`src/rtl/uart_rx_pkg.sv`:
```
// Shared definitions for the UART receiver: default frame geometry and FSM state encoding.
package uart_rx_pkg;

    localparam int unsigned DefaultDataBits   = 8;
    localparam int unsigned DefaultOversample = 16;

    typedef enum logic [2:0] {
        StIdle,
        StStart,
        StData,
        StStop,
        StBreak
    } rx_state_e;

endpackage

```
`src/rtl/uart_rx_if.sv`:
```
// Valid/ready byte handshake between the UART receiver (master) and its consumer (slave).
interface uart_rx_if
    import uart_rx_pkg::*;
#(
    parameter int unsigned DataBits = DefaultDataBits
) ();

    logic [DataBits-1:0] rx_data;
    logic                rx_valid;
    logic                rx_ready;

    modport master (output rx_data, output rx_valid, input rx_ready);
    modport slave  (input rx_data, input rx_valid, output rx_ready);

endinterface

```
`src/rtl/uart_rx_sync_2ff.sv`:
```
// Generic two-flop synchroniser for a single asynchronous bit; reset value is a parameter.
module uart_rx_sync_2ff #(
    parameter logic ResetVal = 1'b1
) (
    input  logic clk,
    input  logic rst_n,
    input  logic d,
    output logic q
);

    logic meta_q;

    always_ff @(posedge clk or negedge rst_n) begin
        if (!rst_n) begin
            meta_q <= ResetVal;
            q      <= ResetVal;
        end else begin
            meta_q <= d;
            q      <= meta_q;
        end
    end

endmodule

```
`src/rtl/uart_rx.sv`:
```
// 8N1 UART receiver: 16x oversampled, mid-bit sampling, valid/ready output with
// framing and overrun error pulses.
module uart_rx
    import uart_rx_pkg::*;
#(
    parameter int unsigned OVERSAMPLE = DefaultOversample,
    parameter int unsigned DATA_BITS  = DefaultDataBits
) (
    input  logic     clk,
    input  logic     rst_n,
    input  logic     sample_tick,
    input  logic     rx_serial,
    uart_rx_if.master rx_bus,
    output logic     busy,
    output logic     frame_err,
    output logic     overrun_err
);

    localparam int unsigned CntW = $clog2(OVERSAMPLE);
    localparam int unsigned IdxW = (DATA_BITS > 1) ? $clog2(DATA_BITS) : 1;

    localparam logic [CntW-1:0] CntHalf = CntW'(OVERSAMPLE / 2 - 1);
    localparam logic [CntW-1:0] CntLast = CntW'(OVERSAMPLE - 1);
    localparam logic [CntW-1:0] CntOne  = CntW'(1);
    localparam logic [IdxW-1:0] IdxLast = IdxW'(DATA_BITS - 1);
    localparam logic [IdxW-1:0] IdxOne  = IdxW'(1);

    rx_state_e            state;
    logic [CntW-1:0]      cnt;
    logic [IdxW-1:0]      idx;
    logic [DATA_BITS-1:0] sh;
    logic                 rxs;

    uart_rx_sync_2ff #(
        .ResetVal (1'b1)
    ) u_sync (
        .clk   (clk),
        .rst_n (rst_n),
        .d     (rx_serial),
        .q     (rxs)
    );

    always_ff @(posedge clk or negedge rst_n) begin
        if (!rst_n) begin
            state           <= StIdle;
            cnt             <= '0;
            idx             <= '0;
            sh              <= '0;
            busy            <= 1'b0;
            frame_err       <= 1'b0;
            overrun_err     <= 1'b0;
            rx_bus.rx_data  <= '0;
            rx_bus.rx_valid <= 1'b0;
        end else begin
            frame_err   <= 1'b0;
            overrun_err <= 1'b0;

            // Acceptance clears valid; a delivery below in the same cycle overrides it.
            if (rx_bus.rx_valid && rx_bus.rx_ready) begin
                rx_bus.rx_valid <= 1'b0;
            end

            if (sample_tick) begin
                unique case (state)
                    StIdle: begin
                        if (!rxs) begin
                            state <= StStart;
                            cnt   <= '0;
                            busy  <= 1'b1;
                        end
                    end
                    StStart: begin
                        if (cnt == CntHalf) begin
                            cnt <= '0;
                            idx <= '0;
                            if (rxs) begin
                                state <= StIdle;
                                busy  <= 1'b0;
                            end else begin
                                state <= StData;
                            end
                        end else begin
                            cnt <= cnt + CntOne;
                        end
                    end
                    StData: begin
                        if (cnt == CntLast) begin
                            cnt <= '0;
                            sh  <= {rxs, sh[DATA_BITS-1:1]};
                            if (idx == IdxLast) begin
                                state <= StStop;
                            end else begin
                                idx <= idx + IdxOne;
                            end
                        end else begin
                            cnt <= cnt + CntOne;
                        end
                    end
                    StStop: begin
                        if (cnt == CntLast) begin
                            cnt <= '0;
                            if (rxs) begin
                                state <= StIdle;
                                busy  <= 1'b0;
                                if (!rx_bus.rx_valid || rx_bus.rx_ready) begin
                                    rx_bus.rx_data  <= sh;
                                    rx_bus.rx_valid <= 1'b1;
                                end else begin
                                    overrun_err <= 1'b1;
                                end
                            end else begin
                                state     <= StBreak;
                                frame_err <= 1'b1;
                            end
                        end else begin
                            cnt <= cnt + CntOne;
                        end
                    end
                    StBreak: begin
                        // Stay here while the line is held low so a break reports only once.
                        if (rxs) begin
                            state <= StIdle;
                            busy  <= 1'b0;
                        end
                    end
                    default: begin
                        state <= StIdle;
                        busy  <= 1'b0;
                    end
                endcase
            end
        end
    end

endmodule
```
`src/flat_wrapper.sv`:
```
// flat-port wrapper written by rule: the top's interface ports become plain ports
module uart_rx_flat import uart_rx_pkg::*;
#(
    parameter int unsigned OVERSAMPLE = DefaultOversample,
    parameter int unsigned DATA_BITS  = DefaultDataBits
)
  (clk, rst_n, sample_tick, rx_serial, busy, frame_err, overrun_err, rx_bus_rx_data, rx_bus_rx_valid, rx_bus_rx_ready);
  uart_rx_if rx_bus_i ();
  input  logic clk;
  input  logic rst_n;
  input  logic sample_tick;
  input  logic rx_serial;
  output logic busy;
  output logic frame_err;
  output logic overrun_err;
  output wire logic [$bits(rx_bus_i.rx_data)-1:0] rx_bus_rx_data;
  output wire logic [$bits(rx_bus_i.rx_valid)-1:0] rx_bus_rx_valid;
  input wire logic [$bits(rx_bus_i.rx_ready)-1:0] rx_bus_rx_ready;
  assign rx_bus_rx_data = rx_bus_i.rx_data;
  assign rx_bus_rx_valid = rx_bus_i.rx_valid;
  assign rx_bus_i.rx_ready = rx_bus_rx_ready;
  uart_rx #(.OVERSAMPLE(OVERSAMPLE), .DATA_BITS(DATA_BITS)) u_core (.clk(clk), .rst_n(rst_n), .sample_tick(sample_tick), .rx_serial(rx_serial), .rx_bus(rx_bus_i), .busy(busy), .frame_err(frame_err), .overrun_err(overrun_err));
endmodule
```
`config.mk`:
```
export PLATFORM = sky130hd
export DESIGN_NAME = uart_rx_flat
export DESIGN_NICKNAME = d
export VERILOG_FILES = /design/src/rtl/uart_rx_pkg.sv /design/src/rtl/uart_rx_if.sv /design/src/rtl/uart_rx_sync_2ff.sv /design/src/rtl/uart_rx.sv /design/src/flat_wrapper.sv
export SDC_FILE = /design/constraint.sdc
export NUM_CORES = 1
export LEC_CHECK = 0
export CORE_MARGIN = 2
export CORE_UTILIZATION = 54
export CTS_BUF_LIST = sky130_fd_sc_hd__clkbuf_8 sky130_fd_sc_hd__clkbuf_16
export CTS_CLUSTER_SIZE = 12
export DETAILED_ROUTE_END_ITERATION = 8
export GPL_TIMING_DRIVEN = 1
export PLACE_DENSITY = 0.86
export RECOVER_POWER = 100
export SETUP_SLACK_MARGIN = 0.02
export SLEW_MARGIN = 20
export SYNTH_ARGS = -nofsm -noshare
export SYNTH_HDL_FRONTEND = slang
export SYNTH_SLANG_ARGS = --single-unit
```
`constraint.sdc`:
```
create_clock -name clk -period 2.2 [get_ports clk]
set_clock_uncertainty 0.15 [all_clocks]
set_input_delay 0.33 -clock clk [delete_from_list [all_inputs] [get_ports clk]]
set_output_delay 0.33 -clock clk [all_outputs]
set_load 0.03 [all_outputs]
```
# Word level (Yosys, flattened, before mapping)
# Index checks and enable logic that the tools add are counted.
# word_totals
output_inout_bits	12
word_cells	78
regBits	32
# op_classes
muxes	37
bitwise_logic	1
n_eq_ne	14
addsub	2
n_reduce_logical	13
# op_table
cell	count
2-to-1 mux 3 bit	10
2-to-1 mux 1 bit	19
one-hot mux 3 bit (5 select lines)	1
AND reduction 5 bit	3
2-to-1 mux 4 bit	3
one-hot mux 4 bit (3 select lines)	1
!= test 2 x 1 -> 1 bit, second input constant	4
AND reduction 7 bit	1
== test 3 x 2 -> 1 bit, second input constant	2
== test 3 bit, second input constant	2
!= test 2 bit, second input constant	3
one-hot mux 3 bit (2 select lines)	1
AND reduction 3 bit	2
one-hot mux 1 bit (5 select lines)	1
adder 4 x 1 -> 4 bit, second input constant	1
== test 4 x 3 -> 1 bit, second input constant	1
== test 4 bit, second input constant	1
adder 3 x 1 -> 3 bit, second input constant	1
== test 3 x 1 -> 1 bit, second input constant	1
zero test 3 bit	1
nonzero test 3 bit	1
2-to-1 mux 2 bit	1
nonzero test 2 bit	1
OR reduction 2 bit	1
4 further kinds	4

# Depth between registers and ports, before layout
# logic_depth
depth_word	7
mapped_depth	6
mapped_depth_nobuf	6

# Hierarchy
# A second synthesis with hierarchy kept.
# unflattened
hier_cells	115
area_unflattened_um2	1470.2
# by_module_without_submodules
module	n_inst	area_per_inst_um2	cells_per_inst
uart_rx	1	1417.6	113
uart_rx_sync_2ff	1	52.6	2

# Least setup slack after synthesis
# Ideal clock, no wire load.
# synth_timing
kind	register to register
from	reg u_core.idx[0]
to	reg u_core.idx[0]
stages_incl_launch_ff	7
n_path_buf	0
setup_ns	0.125
setup_slack_ns	0.329
arrival_ns	1.596
cell_sequence	dfrtp_1 -> ha_1 -> ha_1 -> nor2_1 -> a31oi_1 -> or3_1 -> mux2_2
# synth_via
elab_chain_len	4
word_cells_on_any_way	7
cone_classes	1 x add/sub; 2 x eq/ne; 3 x mux; 1 x reduce/logical
# synth_lines
element	line_no	rtl
from (decl)	uart_rx.sv:30	logic [IdxW-1:0] idx;
from (signal assigned)	uart_rx.sv:93	idx <= idx + IdxOne;
adder 3 x 1 -> 3 bit	uart_rx.sv:93	
2-to-1 mux 3 bit	uart_rx.sv:90	if (idx == IdxLast) begin
2-to-1 mux 3 bit	uart_rx.sv:87	if (cnt == CntLast) begin
one-hot mux 3 bit (2 select lines)	uart_rx.sv:64	unique case (state)
# Several ways; a longest one is shown, not always the timed one. The select of a mux whose other input is x is not followed.
# A chain may end at the register's enable or synchronous reset.

# Worst setup path after layout
# layout_timing
from	reg u_core.cnt[0]
to	reg u_core.sh[7]
# layout_via
elab_chain_len	2
# layout_lines
element	line_no	rtl
from (decl)	uart_rx.sv:29	logic [CntW-1:0] cnt;
from (signal assigned)	uart_rx.sv:83	cnt <= cnt + CntOne;
from (signal assigned)	uart_rx.sv:96	cnt <= cnt + CntOne;
from (signal assigned)	uart_rx.sv:116	cnt <= cnt + CntOne;
== test 4 bit	uart_rx.sv:87	
AND reduction 3 bit (no source line)	--	
to (signal assigned)	uart_rx.sv:89	sh <= {rxs, sh[DATA_BITS-1:1]};
to (decl)	uart_rx.sv:31	logic [DATA_BITS-1:0] sh;
# No other way between the ends.

==> impl_metrics.ini <==
[run_status]
outcome = finished, final reports clean

[route]
drt-pass1-iter-count = 4
routedLengthMet1_um = 1120
topRoutingLayerUsed = met4
route.detailed.vias_per_inst = 5.61
detailedRoute.firstIterationViolations = 24
wire_length_on_met2_um = 1290
postRouteAntennaNets = 0
wl_met3_um = 78
routed_wl_um = 2560
avgRoutedWirePerCell_um = 14.2
drc_errors = 0
via_count = 1009

[yosys]
mappedNetlistNets = 135
synth_seq_cells = 32
synth.avg_cell_area_sq_um = 11.7
synth_sequential_area_ratio_pct = 54.1
yosys_warnings = 0
synthCells = 127
netlist-cell-type-count = 38
syn_area_sq_um = 1480

[cts]
post-cts-setup-buffers = 0
clockRootBuffer = sky130_fd_sc_hd__clkbuf_8
tritoncts = built
cts_num_sinks = 32
numCtsBuffers = 5
cts_max_path_buffers = 2
cts_resized = 0
clk_latency_ns = 0.28
clk_pin_slew_ns = 0.06
htree_levels = 2
cts_hold_repair.buffers = 0

[timing]
drv_slew = 0
worst_margin_slew_ns = 0.764
post-route-min-period_ns = 2.05
finalHoldViolCount = 0
slew_headroom_pct = 49.0
timing.final.ws_setup_ns = 0.148
min_period_over_period_pct = 93.3
setup_viol_count_final = 0
rsz0062_at_grt = false
fmaxAchievable_ghz = 0.487
setup_tns_ns = 0

[cells_and_area]
fin_cells = 180
area_growth_syn_to_layout_pct = 18.8
num_antenna_cells = 0
postLayoutCellArea_sq_um = 1760
fill_cells = 204
post_route_cells_drive_above_1_share_pct = 23.5
final_core_util_pct = 65.6
layout.nets = 156
area_of_the_multi_input_gates_sq_um = 621
ff_latch_area_sq_um = 803

[pwr]
powerDensity_nw_per_um2 = 1070
total_leakage_power_nw = 0.871
vdd.ir_drop.worst_mv = 0.654

[die]
die_h_um = 56.4
die_w_um = 56.4
floorplan.die_area_sq_um = 3180
core_footprint_sq_um = 2690
rows = 19
floorplan.initialDensity_pct = 55.2
io_pins = 17

[flow_run]
maxCapViolCount = 0

[min_path]
min-delay-start = u_core.u_sync.meta_q$_DFF_PN1_
min-delay-path-class = flop to flop

[grt]
antenna_found_initial = 0
pin_count_of_the_biggest_net_entering_global_routing = 33
grt_first_pass_wirelength_um = 4570
grtUsageTotal_pct = 19.0
grt_pass1_vias = 1050
gr-total-overflow = 0

[worst_setup_path]
critical_path.max_fanout = 8
critical_path.reg2reg.startpoint = u_core.cnt[0]$_DFFE_PN0P_
timing.critical_path.required_ns = 2.21
arrival_ns = 2.06
timing.critical_path.to_type = flop
critPathSlowestCell = sky130_fd_sc_hd__nor3_2
worstSetupStartpoint = u_core.cnt[0]$_DFFE_PN0P_
worst_setup_start_kind = flop
cp_slowest_stage_delay_ns = 0.55
path_class = flop to flop
timing.critical_path.cells = ha_1 -> nand3_1 -> nor3_2 -> mux2_2

[placement]
routabilityCongestion = 0.868
portBuffers = 16
place_area_sq_um = 1690
dpl.hpwl_um = 1840
placed_cells_incl_taps = 172
placement.setup.worst_slack_ns = 0.0823
==> critical path: cells and delay by family (launching register included) <==
kind | cells | cell delay [ns]
flops | 1 | 0.41
fa+ha+maj | 1 | 0.26
mux | 1 | 0.40
simple gates | 2 | 0.71
==> flip-flops by register name (all words and copies together), names as in the netlist, 3 cells and up <==
signal and cells:
u_core.cnt 4, u_core.idx 3, u_core.rx_bus.rx_data 8, u_core.sh 8, u_core.state 3
==> cells in the mapped netlist (all sizes together) <==
library cell  instances  area share, %
a21o                  1           0.51
nor2                  9            2.3
nand3                 3            1.3
a211o                 1           0.59
nor3b                 1           0.51
nor4                  1           0.42
buf                   4            1.5
nand2b                3            1.3
clkbuf                3           0.84
ha                    3            2.5
nor2b                 2           0.84
or3                   3            1.6
o21a                  1           0.51
and3                  1           0.42
nand2                 8            2.0
nor4b                 1           0.59
a22o                  3            1.8
o32ai                 1           0.59
and4                  1           0.59
mux2i                 3            2.0
o21ai                 3            1.0
inv                   5            1.3
dfrtp                30             51
nor3                  5            2.4
mux2                 18             14
o2bb2ai               1           0.59
a31oi                 2           0.84
or3b                  1           0.59
a21oi                 5            1.7
dfstp                 2            3.5
nand4                 1           0.42
xnor2                 1           0.59
==> worst paths after layout <==
| path | end | slack, ns | depth (start not counted) |
|---|---|---|---|
| worst max-delay path | u_core.sh[7]$_DFFE_PN0P_ | 0.15 | 4 |
| worst min-delay path | u_core.u_sync.q$_DFF_PN1_ | 0.21 | 0 |
| worst max register to register | u_core.sh[7]$_DFFE_PN0P_ | 0.15 | 4 |
| worst min register to register | u_core.u_sync.q$_DFF_PN1_ | 0.21 | 0 |
| max in group asynchronous | u_core.sh[7]$_DFFE_PN0P_ | 0.92 | 2 |
| min in group asynchronous | u_core.state[1]$_DFFE_PN0P_ | 0.50 | 2 |
==> layout by cell type, fill, tap and decap left out, drive strengths merged, types with 3 or more instances in the layout <==
cell / instances
or3: 3
a22o: 3
ha: 3
mux2: 18
nor2: 9
clkbuf: 9
nand2: 8
mux2i: 3
inv: 6
nand2b: 3
a21oi: 5
nand3: 3
dfrtp: 30
o21ai: 3
dlygate4sd3: 14
nor3: 5
==> stage by stage <==
step,hold slack [ns],power (W)
after floorplan,-0.116,0.00128
after global placement,0.196,0.00141
final,0.205,0.00189
after CTS,0.206,0.00192
after detailed placement,0.197,0.00146
after global routing,0.211,0.00203
==> report_power, final <==
group | switching [W] | internal (W)
Sequential | 0.000110 | 0.000709
Clock | 0.000201 | 0.000249
Combinational | 0.000337 | 0.000281
==> layer usage <==
layer	track usage [%]	vias to the layer above
met2	29.9	20
met5	0	-
met1	23.5	493
li1	-	490
met3	4.15	6
met4	12.2	0
==> layout make-up <==
| type | count | area share [%] |
|---|---|---|
| Multi-Input combinational cell | 83 | 35.2 |
| Clock buffer | 6 | 4.68 |
| Tap cell | 31 | 2.20 |
| Clock inverter | 2 | 0.639 |
| Sequential cell | 32 | 45.6 |
| Timing Repair Buffer | 21 | 10.6 |
| Inverter | 5 | 1.06 |
==> logic make-up (layout without fill, tap and decap cells) <==
group / after synthesis / in the layout / share of synthesized area (%)
AOI/OAI and AO/OA: 18 / 18 / 8.09
xor gates and xnor gates: 1 / 1 / 0.590
adders and majority gates: 3 / 3 / 2.53
buffers and inverters: 12 / 34 / 3.62
DFF: 32 / 32 / 54.1
muxes: 21 / 21 / 15.7
and+or+nand+nor: 40 / 40 / 15.3
Power figures use the tool's default switching activity.
